`config.mk`:
```
export PLATFORM = sky130hd
export DESIGN_NAME = shift_unit_seq
export DESIGN_NICKNAME = d
export VERILOG_FILES = /design/src/rtl/shift_pkg.sv /design/src/rtl/shift_step.sv /design/src/rtl/shift_unit_seq.sv
export SDC_FILE = /design/constraint.sdc
export NUM_CORES = 1
export LEC_CHECK = 0
export CORE_ASPECT_RATIO = 1.4
export CORE_MARGIN = 2
export CORE_UTILIZATION = 41
export DETAILED_ROUTE_END_ITERATION = 7
export PLACE_DENSITY = 0.79
export SYNTH_ARGS = -nofsm -noshare
export SYNTH_HDL_FRONTEND = slang
export SYNTH_SLANG_ARGS = --single-unit
```
`constraint.sdc`:
```
create_clock -name clk -period 1.9 [get_ports clk]
set_input_delay 0.57 -clock clk [delete_from_list [all_inputs] [get_ports clk]]
set_output_delay 0.57 -clock clk [all_outputs]
set_load 0.1 [all_outputs]
```
`src/rtl/shift_pkg.sv`:
```
// Shared definitions for the iterative shift unit: op codes, FSM states, defaults.
package shift_pkg;

  localparam int unsigned DEF_WIDTH = 32;
  localparam int unsigned DEF_SHW   = 5;

  typedef enum logic [2:0] {
    OP_PASS = 3'b000,
    OP_SLL  = 3'b001,
    OP_SRL  = 3'b010,
    OP_SRA  = 3'b011,
    OP_ROR  = 3'b100
  } shift_op_e;

  typedef enum logic [1:0] {
    ST_IDLE,
    ST_SHIFT,
    ST_DONE
  } state_e;

  // True for op codes that actually move bits; pass and unused codes are not.
  function automatic logic is_shift_op(input logic [2:0] op);
    return (op == OP_SLL) || (op == OP_SRL) || (op == OP_SRA) || (op == OP_ROR);
  endfunction

endpackage

```
`src/rtl/shift_step.sv`:
```
// Single 1-bit shift/rotate step selected by op; anything else passes through.
module shift_step
  import shift_pkg::*;
#(
  parameter int unsigned WIDTH = DEF_WIDTH
) (
  input  logic [2:0]       op,
  input  logic [WIDTH-1:0] din,
  output logic [WIDTH-1:0] dout
);

  // One-bit step for the selected operation
  always_comb begin
    dout = din;
    case (op)
      OP_SLL:  dout = {din[WIDTH-2:0], 1'b0};
      OP_SRL:  dout = {1'b0, din[WIDTH-1:1]};
      OP_SRA:  dout = {din[WIDTH-1], din[WIDTH-1:1]};
      OP_ROR:  dout = {din[0], din[WIDTH-1:1]};
      default: dout = din;
    endcase
  end

endmodule

```
`src/rtl/shift_unit_seq.sv`:
```
// Iterative shifter: latches operand/amount on start, shifts one bit per clock,
// then pulses done with the final result held until the next accepted start.
module shift_unit_seq
  import shift_pkg::*;
#(
  parameter int unsigned WIDTH = DEF_WIDTH,
  parameter int unsigned SHW   = DEF_SHW
) (
  input  logic             clk,
  input  logic             reset_n,
  input  logic             start,
  input  logic [2:0]       shift_op,
  input  logic [WIDTH-1:0] data_in,
  input  logic [SHW-1:0]   shamt,
  output logic [WIDTH-1:0] result,
  output logic             busy,
  output logic             done
);

  state_e           state, state_nx;
  logic [SHW-1:0]   count;
  logic [2:0]       op;
  logic [WIDTH-1:0] stepped;
  logic             load;

  shift_step #(.WIDTH(WIDTH)) u_step (
    .op   (op),
    .din  (result),
    .dout (stepped)
  );

  // State register
  always_ff @(posedge clk or negedge reset_n) begin
    if (!reset_n) state <= ST_IDLE;
    else          state <= state_nx;
  end

  // Next-state, load decision and Moore handshake outputs
  always_comb begin
    state_nx = state;
    load     = 1'b0;
    busy     = (state == ST_SHIFT);
    done     = (state == ST_DONE);
    case (state)
      ST_IDLE, ST_DONE: begin
        if (start) begin
          load     = 1'b1;
          state_nx = (shamt == '0 || !is_shift_op(shift_op)) ? ST_DONE : ST_SHIFT;
        end else if (state == ST_DONE) begin
          state_nx = ST_IDLE;
        end
      end
      ST_SHIFT: begin
        if (count == SHW'(1)) state_nx = ST_DONE;
      end
      default: state_nx = ST_IDLE;
    endcase
  end

  // Operand, op and remaining-count registers
  always_ff @(posedge clk or negedge reset_n) begin
    if (!reset_n) begin
      result <= '0;
      count  <= '0;
      op     <= OP_PASS;
    end else if (load) begin
      result <= data_in;
      count  <= shamt;
      op     <= shift_op;
    end else if (state == ST_SHIFT) begin
      result <= stepped;
      count  <= count - SHW'(1);
    end
  end

endmodule

```
Word-level counts from Yosys, hierarchy flattened
Index checks and enable logic that the tools add are counted.

operators by class
  $add $sub $neg = 1
  equality and inequality tests = 14
  mux-type cells = 12
  reduce and logical (&&, ||, !) cells = 14

operators by type and width
  operator                                                             number
  32-bit case mux with 4 select lines                                  1
  32-bit two-way mux                                                   2
  3-bit by 2-bit == test with 1-bit output (second input constant)     4
  5-bit two-way mux                                                    2
  2-bit two-way mux                                                    4
  3-bit by 1-bit == test with 1-bit output (second input constant)     2
  3-bit == test (second input constant)                                2
  5-bit by 1-bit == test with 1-bit output (second input constant)     1
  5-bit zero test                                                      1
  5-bit nonzero test                                                   1
  5-bit by 1-bit subtractor with 5-bit output (second input constant)  1
  1-bit logical OR                                                     4
  2-bit case mux with 2 select lines                                   1
  2-bit AND reduction                                                  2
  4-bit nonzero test                                                   1
  3-bit != test (second input constant)                                1
  3-bit AND reduction                                                  1
  2-bit by 1-bit == test with 1-bit output (second input constant)     1
  2-bit == test (second input constant)                                1
  2-bit zero test                                                      1
  1-bit two-way mux                                                    2
  2-bit by 1-bit != test with 1-bit output (second input constant)     1
  2-bit != test (second input constant)                                1
  2-bit nonzero test                                                   1
  other kinds (2)                                                      2

word-level totals
  bits in registers = 42
  input bits = 43
  output and inout bits = 34
  word-level logic and storage cells = 46

Depth between registers and ports, before layout
Gate-level depths: netlist (run 1).

  word-level depth = 9
  depth in mapped cells = 6
  gate-level depth less buffers = 5

Cells and area by module
From an unflattened synthesis (run 1), not the netlist that was laid out.

second synthesis, totals
  cells, all modules = 414
  area total of the unflattened synthesis = 3274.4 µm²

by module, submodules not included
  module          instances  cells each  area an instance (µm²)  seq. area each (µm²)
  shift_unit_seq  1          199         1913.1                  1051.0
  shift_step      1          215         1361.3                  0.0

Worst setup path before layout (run 1)
Ideal clock, no wire load.

  path kind = flip-flop to output port
  start = reg state[0]
  end = out done
  arrival time = 1.727 ns
  required time = 1.330 ns
  slack = -0.397 ns
  stages on the path, launching flop included = 2
  path buffers = 0
  cells stage by stage = dfrtp_1 nor2b_1

on the way
  longest elaborated chain between the ends = 1

RTL lines
  what                    line                  text
  start, declared         shift_unit_seq.sv:20  state_e state, state_nx;
  start signal, assigned  shift_unit_seq.sv:35  else state <= state_nx;
  2-bit == test           shift_unit_seq.sv:43  done = (state == ST_DONE);
  end, declared           shift_unit_seq.sv:17  output logic done

Every way passes these cells.

Worst setup path after layout (run 1)
  start = reg state[0]
  end = out busy

on the way
  longest elaborated chain between the ends = 1

RTL lines
  what                                      line                  text
  2-bit by 1-bit == test with 1-bit output  shift_unit_seq.sv:42  busy = (state == ST_SHIFT);
  end, declared                             shift_unit_seq.sv:16  output logic busy,

Every way passes these cells.

==> metrics.txt, run 1 <==
outcome=finished, final reports clean; Rows=32; Tot GR Track Use=20.2%; CTS tree=built; ys flop type=dfrtp_1; H-tree levels=2; Die X=68.5 um; Gate Count Post-Synth=247; Post-CTS Setup Repair Bufs=0; r2r setup slk=0.30 ns; type of destination of the critical path=output port; # Max-Cap Violations=0; Worst setup SP type=register; final worst path period share=92.9%; Max Clk Rate=0.567 GHz; share of cells above drive strength 1=18.9%; number of diodes=0; R2R depth=4; Slew HR=67.2%; initial antenna violation count=0; worst-case clock buffer depth=2; RSZ-0062 raised after global routing=no; Syn Area/Cell=9.66 um2; Initial Util=42.9%; HP Class=input pin to async pin; remaining antenna violation count after routing=0; Crit Path Max Fanout=4; CTS root buffer=clkbuf_8; Mapped Area=2380 um2; drt via density=5.46; Initial DRC Count=98; DP HPWL=4.41 mm; Seq/Total Area, Yosys=44.1%; Slew @ Worst Pin=0.492 ns; Post-synth EDFFs=0; final hold vios=0; largest net degree at the start of global routing=39; Worst path max stage delay=0.45 ns; post-place setup slack=-0.172 ns; Async SR Flop Fraction=100%; Mapped Nets=292; Netlist cell types=32; Worst R2R Start=op[1]$_DFFE_PN0P_; largest area contributor in the netlist=dfrtp_1; final worst-path setup slack=0.135 ns; most frequent cell after synthesis=dfrtp_1; DR WL/cell=15.2 um; yosys warns=0; final setup vio count=0; GP Congestion=0.773; top cells by area, synth=dfrtp_1, mux2i_1, nand2b_1; Vert. Die Dim=94.2 um; clk_skew=0.00760 ns; die area=6450 um2; nets=367; CORE AREA=5570 um2; DRT Pass-1 Iters=4; CP Launch Point=state[0]$_DFFE_PN0P_; DRC=0; Tmin final=1.76 ns; port buffer count=76; Critical Path End=busy; clk_lat worst skew=0.30 ns; I/O pin cnt=77; area grow syn2layout=57.0%; vias in the first global route=2130; Req. time, crit path=1.33 ns; CP Class=register to output port; clk sink count=42; Final TNS setup=0 ns; DRT Wirelength=5.92 mm; first-pass GRT wire length=9.98 mm; global route overflow=0; Yosys reg bits=42; r2r endpoint=result[13]$_DFFE_PN0P_; CTS clk-pin slew, worst paths=0.08 ns; total number of vias=2133; top cells by count, synth=dfrtp_1, nand2b_1, o22ai_1; Slowest-stage cell, CP=dfrtp_1; crit-path cells=nand2b_4, clkinvlp_4, buf_12; crit path DAT=1.19 ns; CTS Buf Count=5; max-slew violation count=0; Yosys top cell area share=44.1%
## worst min path at each step
stage,from,end,depth (start not counted)
final,reset_n,result[11]$_DFFE_PN0P_,1
after floorplan,reset_n,count[0]$_DFFE_PN0P_,0
after global placement,count[1]$_DFFE_PN0P_,count[1]$_DFFE_PN0P_,1
after CTS,reset_n,result[11]$_DFFE_PN0P_,1
after detailed placement,count[1]$_DFFE_PN0P_,count[1]$_DFFE_PN0P_,1
after global routing,reset_n,result[10]$_DFFE_PN0P_,1
## registers in the layout, indices dropped and copies added (netlist names)
signal	cells
result	32
count	5
op	3
state	2
## cells in the final DEF (no fill, tap or decap), types with 2 or more instances in the layout
cell type / synthesis / final
dfrtp_1: 42 / 42
clkdlybuf4s50_1: 0 / 41
buf_12: 0 / 40
nand2b_1: 33 / 31
o22ai_1: 31 / 31
mux2i_1: 30 / 30
a21oi_1: 30 / 30
nand2_1: 17 / 17
nor2_1: 6 / 6
buf_4: 3 / 6
o21ai_0: 5 / 5
clkbuf_8: 0 / 5
o211ai_1: 4 / 4
nand3_1: 3 / 3
inv_1: 3 / 2
nor2b_1: 3 / 2
or4_1: 2 / 2
o311ai_0: 2 / 2
a221o_1: 2 / 2
ha_1: 2 / 2
clkinv_2: 0 / 2
## metrics by stage
| stage | cell area (um2) | std cells | hold slack (ns) | util (%) |
|---|---|---|---|---|
| after detailed placement | 3630 | 383 | 0.559 | 65.2 |
| after global placement | 3630 | 383 | 0.534 | 65.2 |
| after CTS | 3740 | 391 | 0.250 | 67.3 |
| after global routing | 3740 | 391 | 0.261 | 67.3 |
| after floorplan | 2390 | 247 | 0.274 | - |
| final | 3740 | 391 | 0.231 | 67.3 |
## area by class of cell
class / count / area, um2
clock buffers: 5 / 68.8
multi-input cells: 182 / 1220
well taps: 68 / 85.1
fillers: 428 / 1820
repair buffers: 88 / 1260
clock inverters: 3 / 40.0
inverters: 3 / 15.0
flip-flops and latches: 42 / 1050
## cells by family (layout without fill, tap and decap cells)
kind of cell	Yosys count	after routing	share of synthesized area [%]
xor+xnor	2	2	0.735
fa+ha+maj	2	2	1.05
mux	30	30	12.6
flops	42	42	44.1
simple gates	69	69	16.1
buf+inv	23	99	5.46
compound gates	79	79	20.0
## metal layers
layer	routed length, um	global-route usage [%]
met1	2500	25.6
met2	3120	33.9
met3	253	4.20
met4	51	5.50
met5	0	0
## critical path: cells and delay by family, from the launching register on
| family | cells | cell delay (ns) |
|---|---|---|
| DFF | 1 | 0.45 |
| buffers and inverters | 2 | 0.32 |
| and+or+nand+nor | 1 | 0.13 |
## timing repair
item / in CTS / in global routing
endpoints found under the setup margin: 1 / 0
resized for setup: 1 / 0
hold buffers: 0 / 0
Power of run 1 is left out: the tool's default activity adds up to more than one toggle a clock period on the data nets, which glitch-free logic cannot reach.
==> inputs of run 2 (changes only) <==
Settings changed: CELL_PAD_IN_SITES_DETAIL_PLACEMENT set to 1, CELL_PAD_IN_SITES_GLOBAL_PLACEMENT set to 1, CORE_UTILIZATION 41 to 34, PLACE_DENSITY 0.79 to 0.86.
==> metrics.txt, run 2 (synthesis gave the netlist of run 1 again) <==
commonest cells after routing, fill and taps aside=dfrtp_1, clkdlybuf4s50_1, buf_12; CTS root buffer=clkbuf_8; remaining antenna violation count after routing=0 (unchanged); final worst-path setup slack=0.121 ns (-0.0144 ns); GP Congestion=0.742 (-4.0%); Tot GR Track Use=19.2% (-0.94 points); first-pass GRT wire length=11.5 mm (+15%); max-slew violation count=0 (unchanged); largest net degree at the start of global routing=37 (-5.1%); clk_lat worst skew=0.29 ns (about the same); type of destination of the critical path=output port; CORE AREA=6890 um2 (+24%); crit-path cells=nand2b_2, clkinvlp_4, buf_12; Worst R2R Start=op[1]$_DFFE_PN0P_; DRT Wirelength=6.90 mm (+16%); Tmin final=1.78 ns (+0.0144 ns); CP Launch Point=state[0]$_DFFE_PN0P_; max reg flops=32 (unchanged); met1 usage=23.4% (-2.2 points); Biggest register=result; nets=366 (-0.27%); Slowest-stage cell, CP=dfrtp_1; top cell family by delay on the critical path=flip-flops; global routing's busiest layer=met2; Multi-input gate area=1220 um2 (-0.41%); CTS tree=built; die area=7710 um2 (+20%); GR Layer Usage met2=34.2% (+0.35 points); outcome=finished, final reports clean; Vert. Die Dim=103 um (+9.4%); CP Class=register to output port; CTS clk-pin slew, worst paths=0.08 ns (about the same); Req. time, crit path=1.33 ns (about the same); I/O pin cnt=77 (unchanged); DRC=0 (unchanged); Worst setup SP type=register; initial antenna violation count=0 (unchanged); Worst path max stage delay=0.44 ns (about the same); worst-case clock buffer depth=2 (unchanged); global route overflow=0 (unchanged); met3 Use GR=2.64% (-1.6 points); RSZ-0062 raised after global routing=no; port buffer count=76 (unchanged); CTS Buf Count=5 (unchanged); HP Class=input pin to async pin; crit path DAT=1.21 ns (+0.02 ns); # Max-Cap Violations=0 (unchanged); H-tree levels=2 (unchanged); Slew @ Worst Pin=0.542 ns (+0.0497 ns); Crit Path Max Fanout=4 (unchanged); area grow syn2layout=56.7%; final worst path period share=93.6% (+0.76 points); DR WL/cell=16.5 um (+9.2%); vias in the first global route=2331 (+9.4%); biggest regs=result x32, count x5, op x3; commonest non-fill, non-tap cell in the layout=dfrtp_1; DP HPWL=5.18 mm (+17%); post-place setup slack=-0.143 ns (+0.0289 ns); share of cells above drive strength 1=18.3% (-0.56 points); Max Clk Rate=0.562 GHz (-0.81%); Slew HR=63.9% (-3.3 points); Die X=74.8 um (+9.2%); final hold vios=0 (unchanged); drt via density=5.25 (-3.7%); CP Buf/Inv Count=2 (unchanged); number of diodes=0 (unchanged); clk_skew=0.00710 ns (-0.000500 ns); Initial DRC Count=58 (-41%); clk sink count=42 (unchanged); FILL cells=750 (+75%); DRT Pass-1 Iters=4 (unchanged); Initial Util=34.6% (-8.2 points); final setup vio count=0 (unchanged); Rows=36 (+13%); total number of vias=2191 (+2.7%); FF/Latch Area=1050 um2 (unchanged)
-- run 2: changes by cell type in the layout (fill, tap and decap cells not counted), sizes merged --
cell / change
clkbuf: +2
bufinv: -1
buf: -1
clkinv: -1
-- run 2: worst register-to-register path: cells and delay by family, from the launching register on --
| family | cells | cell delay, ns |
|---|---|---|
| DFF | 1 | 0.58 |
| and+or+nand+nor | 2 | 0.39 |
| buffers and inverters | 1 | 0.32 |
| AOI/OAI and AO/OA | 2 | 0.27 |
-- run 2: per-layer routing --
metal	routed length [um]	part of all wire [%]
met1	2820	41
met2	3740	54
met3	244	3.5
met4	100	1.4
met5	0	0
-- run 2: final timing paths --
| kind | to | slack, ns | cells after the start |
|---|---|---|---|
| worst max-delay path | busy | 0.12 | 3 |
| max in group asynchronous | state[0]$_DFFE_PN0P_ | 1.13 | 2 |
| worst min-delay path | result[12]$_DFFE_PN0P_ | 0.25 | 1 |
| worst max register to register | result[15]$_DFFE_PN0P_ | 0.28 | 5 |
| worst min register to register | count[1]$_DFFE_PN0P_ | 0.57 | 1 |
| min in group clk | count[1]$_DFFE_PN0P_ | 0.57 | 1 |
-- run 2: layout make-up --
cell class / instances / area share (%)
timing repair buffer: 87 / 33.2
clock buffer: 7 / 2.31
clock inverter: 1 / 0.134
inverter: 3 / 0.402
tap: 95 / 3.18
sequential: 42 / 28.1
multi-input combinational: 182 / 32.6
-- run 2: stage by stage --
step	area [um2]	hold WS (ns)	util (%)	instances	TNS (ns)
finish	3740	0.250	54.2	417	0
global route	3740	0.283	54.2	417	0
CTS	3730	0.256	54.2	417	0
detailed placement	3630	0.544	52.7	408	-0.248
global placement	3630	0.544	52.7	408	-0.108
floorplan	2390	0.274	-	247	0
-- run 2: repair_timing --
| action | in CTS | in global routing |
|---|---|---|
| pin swaps | 0 | 0 |
| gates cloned | 0 | 0 |
| gates resized for setup | 0 | 1 |
| setup endpoints to repair | 1 | 1 |
| hold buffers | 0 | 0 |
| endpoints found under the hold margin | 0 | 0 |
| setup buffers | 1 | 0 |
Power of run 2 is left out for the same reason.
